[src/rtl/spi_ram_arbiter.sv]
// Shares one single-port RAM between SPI command words and a local host port.
// SPI 00/10 set write/read addresses, 01/11 queue a 1-deep RAM op; round-robin arbitration.
module spi_ram_arbiter #(
    parameter int ADDR_SIZE = 8,
    parameter int DATA_SIZE = 8
) (
    input  logic                 clk,
    input  logic                 rst,
    input  logic [DATA_SIZE+1:0] rx_data,
    input  logic                 rx_valid,
    output logic [DATA_SIZE-1:0] tx_data,
    output logic                 tx_valid,
    output logic                 spi_drop,
    input  logic                 host_req,
    input  logic                 host_we,
    input  logic [ADDR_SIZE-1:0] host_addr,
    input  logic [DATA_SIZE-1:0] host_wdata,
    output logic                 host_gnt,
    output logic [DATA_SIZE-1:0] host_rdata,
    output logic                 host_rvalid,
    output logic                 ram_en,
    output logic                 ram_we,
    output logic [ADDR_SIZE-1:0] ram_addr,
    output logic [DATA_SIZE-1:0] ram_wdata,
    input  logic [DATA_SIZE-1:0] ram_rdata
);

    typedef enum logic [1:0] {IDLE, ACCESS, RDATA} state_t;

    state_t                 state, state_nx;
    logic [ADDR_SIZE-1:0]   wr_addr, rd_addr;
    logic                   spi_pend, pend_we;
    logic [ADDR_SIZE-1:0]   pend_addr;
    logic [DATA_SIZE-1:0]   pend_wdata;
    logic                   op_spi, op_we;
    logic [ADDR_SIZE-1:0]   op_addr;
    logic [DATA_SIZE-1:0]   op_wdata;
    logic                   last_host;

    logic [1:0]             cmd;
    logic [DATA_SIZE-1:0]   payload;
    logic                   pend_cmd, spi_grant, drop, pick_spi, any_req;

    assign cmd       = rx_data[DATA_SIZE+1:DATA_SIZE];
    assign payload   = rx_data[DATA_SIZE-1:0];
    assign pend_cmd  = rx_valid && cmd[0];
    assign spi_grant = (state == ACCESS) && op_spi;
    // A grant in this cycle frees the slot, so a new 01/11 in the same cycle is kept.
    assign drop      = pend_cmd && spi_pend && !spi_grant;
    assign any_req   = spi_pend || host_req;
    assign pick_spi  = spi_pend && (!host_req || last_host);

    assign ram_addr  = op_addr;
    assign ram_wdata = op_wdata;

    always_comb begin
        state_nx = state;
        ram_en   = 1'b0;
        ram_we   = 1'b0;
        host_gnt = 1'b0;
        case (state)
            IDLE:   if (any_req) state_nx = ACCESS;
            ACCESS: begin
                ram_en   = 1'b1;
                ram_we   = op_we;
                host_gnt = !op_spi;
                state_nx = op_we ? IDLE : RDATA;
            end
            RDATA:  state_nx = IDLE;
            default: state_nx = IDLE;
        endcase
    end

    always_ff @(posedge clk or posedge rst) begin
        if (rst) begin
            state     <= IDLE;
            last_host <= 1'b1;
            op_spi    <= 1'b0;
            op_we     <= 1'b0;
            op_addr   <= '0;
            op_wdata  <= '0;
        end else begin
            state <= state_nx;
            if (state == IDLE && any_req) begin
                op_spi    <= pick_spi;
                op_we     <= pick_spi ? pend_we    : host_we;
                op_addr   <= pick_spi ? pend_addr  : host_addr;
                op_wdata  <= pick_spi ? pend_wdata : host_wdata;
                last_host <= !pick_spi;
            end
        end
    end

    // SPI command decode and the single pending-op slot
    always_ff @(posedge clk or posedge rst) begin
        if (rst) begin
            wr_addr    <= '0;
            rd_addr    <= '0;
            spi_pend   <= 1'b0;
            pend_we    <= 1'b0;
            pend_addr  <= '0;
            pend_wdata <= '0;
            spi_drop   <= 1'b0;
        end else begin
            spi_drop <= drop;
            if (rx_valid && cmd == 2'b00) wr_addr <= payload[ADDR_SIZE-1:0];
            if (rx_valid && cmd == 2'b10) rd_addr <= payload[ADDR_SIZE-1:0];
            if (pend_cmd && !drop) begin
                spi_pend   <= 1'b1;
                pend_we    <= !cmd[1];
                pend_addr  <= cmd[1] ? rd_addr : wr_addr;
                pend_wdata <= payload;
            end else if (spi_grant) begin
                spi_pend <= 1'b0;
            end
        end
    end

    always_ff @(posedge clk or posedge rst) begin
        if (rst) begin
            tx_data     <= '0;
            tx_valid    <= 1'b0;
            host_rdata  <= '0;
            host_rvalid <= 1'b0;
        end else begin
            host_rvalid <= 1'b0;
            if (state == RDATA && op_spi) begin
                tx_data  <= ram_rdata;
                tx_valid <= 1'b1;
            end else if (rx_valid) begin
                tx_valid <= 1'b0;
            end
            if (state == RDATA && !op_spi) begin
                host_rdata  <= ram_rdata;
                host_rvalid <= 1'b1;
            end
        end
    end

endmodule

[config.mk]
export PLATFORM = sky130hd
export DESIGN_NAME = spi_ram_arbiter
export DESIGN_NICKNAME = d
export VERILOG_FILES = /design/src/rtl/spi_ram_arbiter.sv
export SDC_FILE = /design/constraint.sdc
export NUM_CORES = 1
export LEC_CHECK = 0
export ABC_AREA = 1
export ABC_CLOCK_PERIOD_IN_PS = 3900
export BUFFER_PORTS_ARGS = -buffer_cell sky130_fd_sc_hd__buf_2
export CAP_MARGIN = 0
export CORE_MARGIN = 5
export CORE_UTILIZATION = 30
export DETAILED_ROUTE_END_ITERATION = 12
export MAX_ROUTING_LAYER = met4
export PLACE_DENSITY_LB_ADDON = 0.1
export SYNTH_ARGS = -nofsm -noshare
export SYNTH_HDL_FRONTEND = slang
export SYNTH_SLANG_ARGS = --single-unit
[constraint.sdc]
create_clock -name clk -period 3.9 [get_ports clk]
set_input_delay 0.78 -clock clk [delete_from_list [all_inputs] [get_ports clk]]
set_output_delay 0.78 -clock clk [all_outputs]
set_load 0.02 [all_outputs]
# Word-level counts from Yosys, hierarchy flattened
# Index checks and enable logic that the tools add are counted.
[totals]
in_bits = 39
out_inout_bits = 38
register_bits = 74
wordCells = 59
[op_classes]
n_eq_ne = 4
reduce_logical = 23
mux = 15
[ops]
columns = ["op", "n"]
rows = [
  ["two-way mux 8 bit", 3],
  ["logical AND 1 bit", 11],
  ["two-way mux 1 bit", 9],
  ["zero test 1 bit", 6],
  ["equality test 2 bit (second input constant)", 2],
  ["zero test 2 bit", 2],
  ["two-way mux 2 bit", 2],
  ["case mux 2 bit (2 select lines)", 1],
  ["nonzero test 2 bit", 2],
  ["equality test 2 x 1 -> 1 bit (second input constant)", 1],
  ["logical OR 1 bit", 2],
  ["inequality test 2 bit (second input constant)", 1],
]

# Logic depth before layout (Yosys ltp)
[depth]
word_depth = 7
ltp_mapped = 7
ltp_nobuf = 6

# Least setup slack after synthesis
# Ideal clock, no wire load.
[synth_path]
kind = "register to output"
start = "reg state[0]"
end = "out host_gnt"
t_required_ns = 3.120
path_stages_with_launch = 5
path_slack_ns = 1.886
n_path_buf = 0
t_arrival_ns = 1.234
cell_sequence = "dfrtp_1 inv_1 nor2_1 inv_1 nor2_1"
[synth_via]
elab_chain_len = 2
[synth_lines]
columns = ["element", "line_no", "text"]
rows = [
  ["from (decl)", "30", "state_t state, state_nx;"],
  ["from (signal assigned)", "83", "state <= state_nx;"],
  ["equality test 2 x 1 -> 1 bit", "61", "case (state)"],
  ["two-way mux 1 bit", "61", ""],
  ["to (decl)", "18", "output logic host_gnt,"],
]
# Every way passes these cells.

# Worst setup path in the final report
# Ends and elaborated chain as after synthesis.

==> impl_metrics.csv <==
group,metric,value,unit
critical_path,path_cells,"inv_1 -> nor2_1 -> inv_1 -> nor2_1 -> buf_2",
die,rows,37,
timing,slew-limit-headroom,36.5,%
clock_tree,root_buffer,"clkbuf_8",
detailed_routing,drtIter0Drc,166,
critical_path,end_kind,"output port",
die,coreArea,10300,um2
grt,antenna_found_initial,0,
final_layout,area_delta_synth_final,21.7,%
yosys,netlist_instances,353,
grt,grt_max_degree,75,
detailed_routing,vias,2552,
critical_path,cp_max_fo,4,
grt,gr-usage-all-layers,13.3,%
status,status,"finished, final reports clean",
final_layout,diodes,0,
die,die_y,112,um
yosys,synth_area,3140,um2
critical_path,crit_required,3.12,ns
power_and_ir_drop,power_density,812,nW/um2
timing,hold_viol,0,
yosys,synth_top_area_share,58.1,%
grt,grt_pass1_vias,2587,
final_layout,final_cell_mix,"nand2_1, buf_2, dfrtp_1",
clock_tree,path_clk_slew,0.08,ns
power_and_ir_drop,p_leak,2.06,nW
placed_design,gp_congestion,0.688,
detailed_routing,top_layer,"met4",
final_layout,nets,465,
yosys,syn_nets,392,
timing,rsz0062_at_grt,"false",
placed_design,detailed_place_hpwl,5440,um
detailed_routing,ant_nets,0,
timing,tightest_slew,0.952,ns
power_and_ir_drop,irDropWorstVdd,0.247,mV
clock_tree,cts.sinks,74,
yosys,seq_area_frac_synth,59.0,%
clock_tree,insertion_delay,0.34,ns
timing,finalSetupViolations,0,
clock_tree,cts.path.max_buffers,2,
die,die-area,12600,um2
detailed_routing,drtPass1Iterations,5,
detailed_routing,wl_per_cell,13.8,um
yosys,netlist-cell-type-count,20,
clock_tree,cts_buffers,9,
placed_design,portBuffers,76,
critical_path,worstPathBufferInverterCount,3,
timing,tns,0,ns
worst_hold_path,worst_hold_path_type,"reg -> reg",
timing,fmax,470,MHz
grt,grt_overflow,0,
clock_tree,cts_tree,"yes",
grt,grt_pass1_wl,13300,um
detailed_routing,wl_met2,3490,um
yosys,ys_ff_latch,74,
power_and_ir_drop,p_total,3.11,mW
die,start_util,30.6,%
clock_tree,ctsResizeCount,0,
yosys,syn_area_per_cell,8.90,um2
timing,drv_slew,0,
critical_path,slowest_delay,0.43,ns
detailed_routing,drc,0,
detailed_routing,met3WireLength,368,um
final_layout,fill_cells,1128,
detailed_routing,vias_per_cell,4.50,
die,ios,77,
clock_tree,cts_setup_buffers,0,
critical_path,slowest_stage,"dfrtp_1",
flow_run,cap_violations,0,
clock_tree,h-tree-depth,3,
critical_path,critPathKind,"reg -> out",
timing,fin_skew,0.00819,ns
critical_path,critPathTopFamily,"flip-flops",
die,die_w,112,um
yosys,synth.area.top_cells,"dfrtp_1, nand2_1, nand3_1",
final_layout,layout_commonest_cell,"nand2_1",
yosys,yosys_warnings,0,
critical_path,critical_path_arrival,1.35,ns
critical_path,startpoint_type,"flip-flop",
detailed_routing,totalWireLength,7810,um
clock_tree,cts_hold_buf,0,
detailed_routing,wl_met1,3880,um
timing,finalCritPeriodShare,54.5,%
yosys,yosys.area.top_type,"dfrtp_1",
final_layout,drive_above_1_share,24.1,%
timing,fin_crit,2.13,ns
## flip-flops by register name (all words and copies together), names as in the netlist, 2 cells and up
signal,cells
pend_wdata,8
ram_wdata,8
pend_addr,8
rd_addr,8
wr_addr,8
state,2
tx_data,8
host_rdata,8
ram_addr,8
## metrics by stage
step | std cells | cell area (um2) | util (%) | hold WS (ns) | setup slack [ns]
2_1_floorplan | 353 | 3140 | - | 0.424 | 1.24
3_3_place_gp | 551 | 3610 | 35.1 | 0.463 | 1.91
3_5_place_dp | 551 | 3610 | 35.1 | 0.460 | 1.87
4_1_cts | 567 | 3820 | 37.2 | 0.480 | 1.72
5_1_grt | 567 | 3820 | 37.2 | 0.499 | 1.64
6_report | 567 | 3820 | 37.2 | 0.475 | 1.77
## layer usage
metal  global-route usage (%)  vias to the layer above
met1                     18.6                     1174
met5                        -                        -
li1                         -                     1304
met4                     4.57                        0
met3                     2.75                        4
met2                     19.3                       70
## cells by family (layout without fill, tap and decap cells)
kind of cell           Yosys count  count (layout)  synth area share, %
AOI/OAI and AO/OA               36              36                 5.85
DFF                             74              74                 59.0
buffers and inverters           44             122                 6.69
and+or+nand+nor                199             199                 28.5
## area by class of cell
type / instances / area (um2) / share of cell area [%]
flip-flops and latches: 74 / 1850 / 48.4
multi-input cells: 235 / 1080 / 28.2
repair buffers: 78 / 395 / 10.3
well taps: 136 / 170 / 4.45
clock buffers: 11 / 141 / 3.70
inverters: 28 / 108 / 2.81
clock inverters: 5 / 77.6 / 2.03
## synthesized netlist by cell type
| cell type | n |
|---|---|
| inv_2 | 1 |
| dfstp_2 | 1 |
| nand3_1 | 54 |
| buf_2 | 9 |
| o21ai_1 | 2 |
| nand2_4 | 3 |
| nor2_4 | 1 |
| nand2_2 | 1 |
| buf_4 | 4 |
| dfrtp_1 | 73 |
| nand2_1 | 114 |
| buf_6 | 2 |
| clkbuf_2 | 1 |
| nand4_1 | 17 |
| o21ai_2 | 1 |
| o21ai_0 | 33 |
| nand3_2 | 1 |
| inv_4 | 1 |
| inv_1 | 26 |
| nor2_1 | 8 |
## path summary, 6_finish.rpt
kind,from,end,slack (ns),cells past startpoint
worst max register to register,spi_pend,ram_addr[2],1.94,5
worst min-delay path,op_we,state[1],0.48,1
min in group asynchronous,rst,tx_data[0],0.72,3
worst min register to register,op_we,state[1],0.48,1
max in group asynchronous,rst,op_spi,2.56,3
worst max-delay path,state[0],host_gnt,1.77,5
## power by group
part	internal, mW	switching (mW)
clock network	0.376	0.283
registers	1.07	0.202
logic	0.376	0.794
Power figures use the tool's default switching activity.
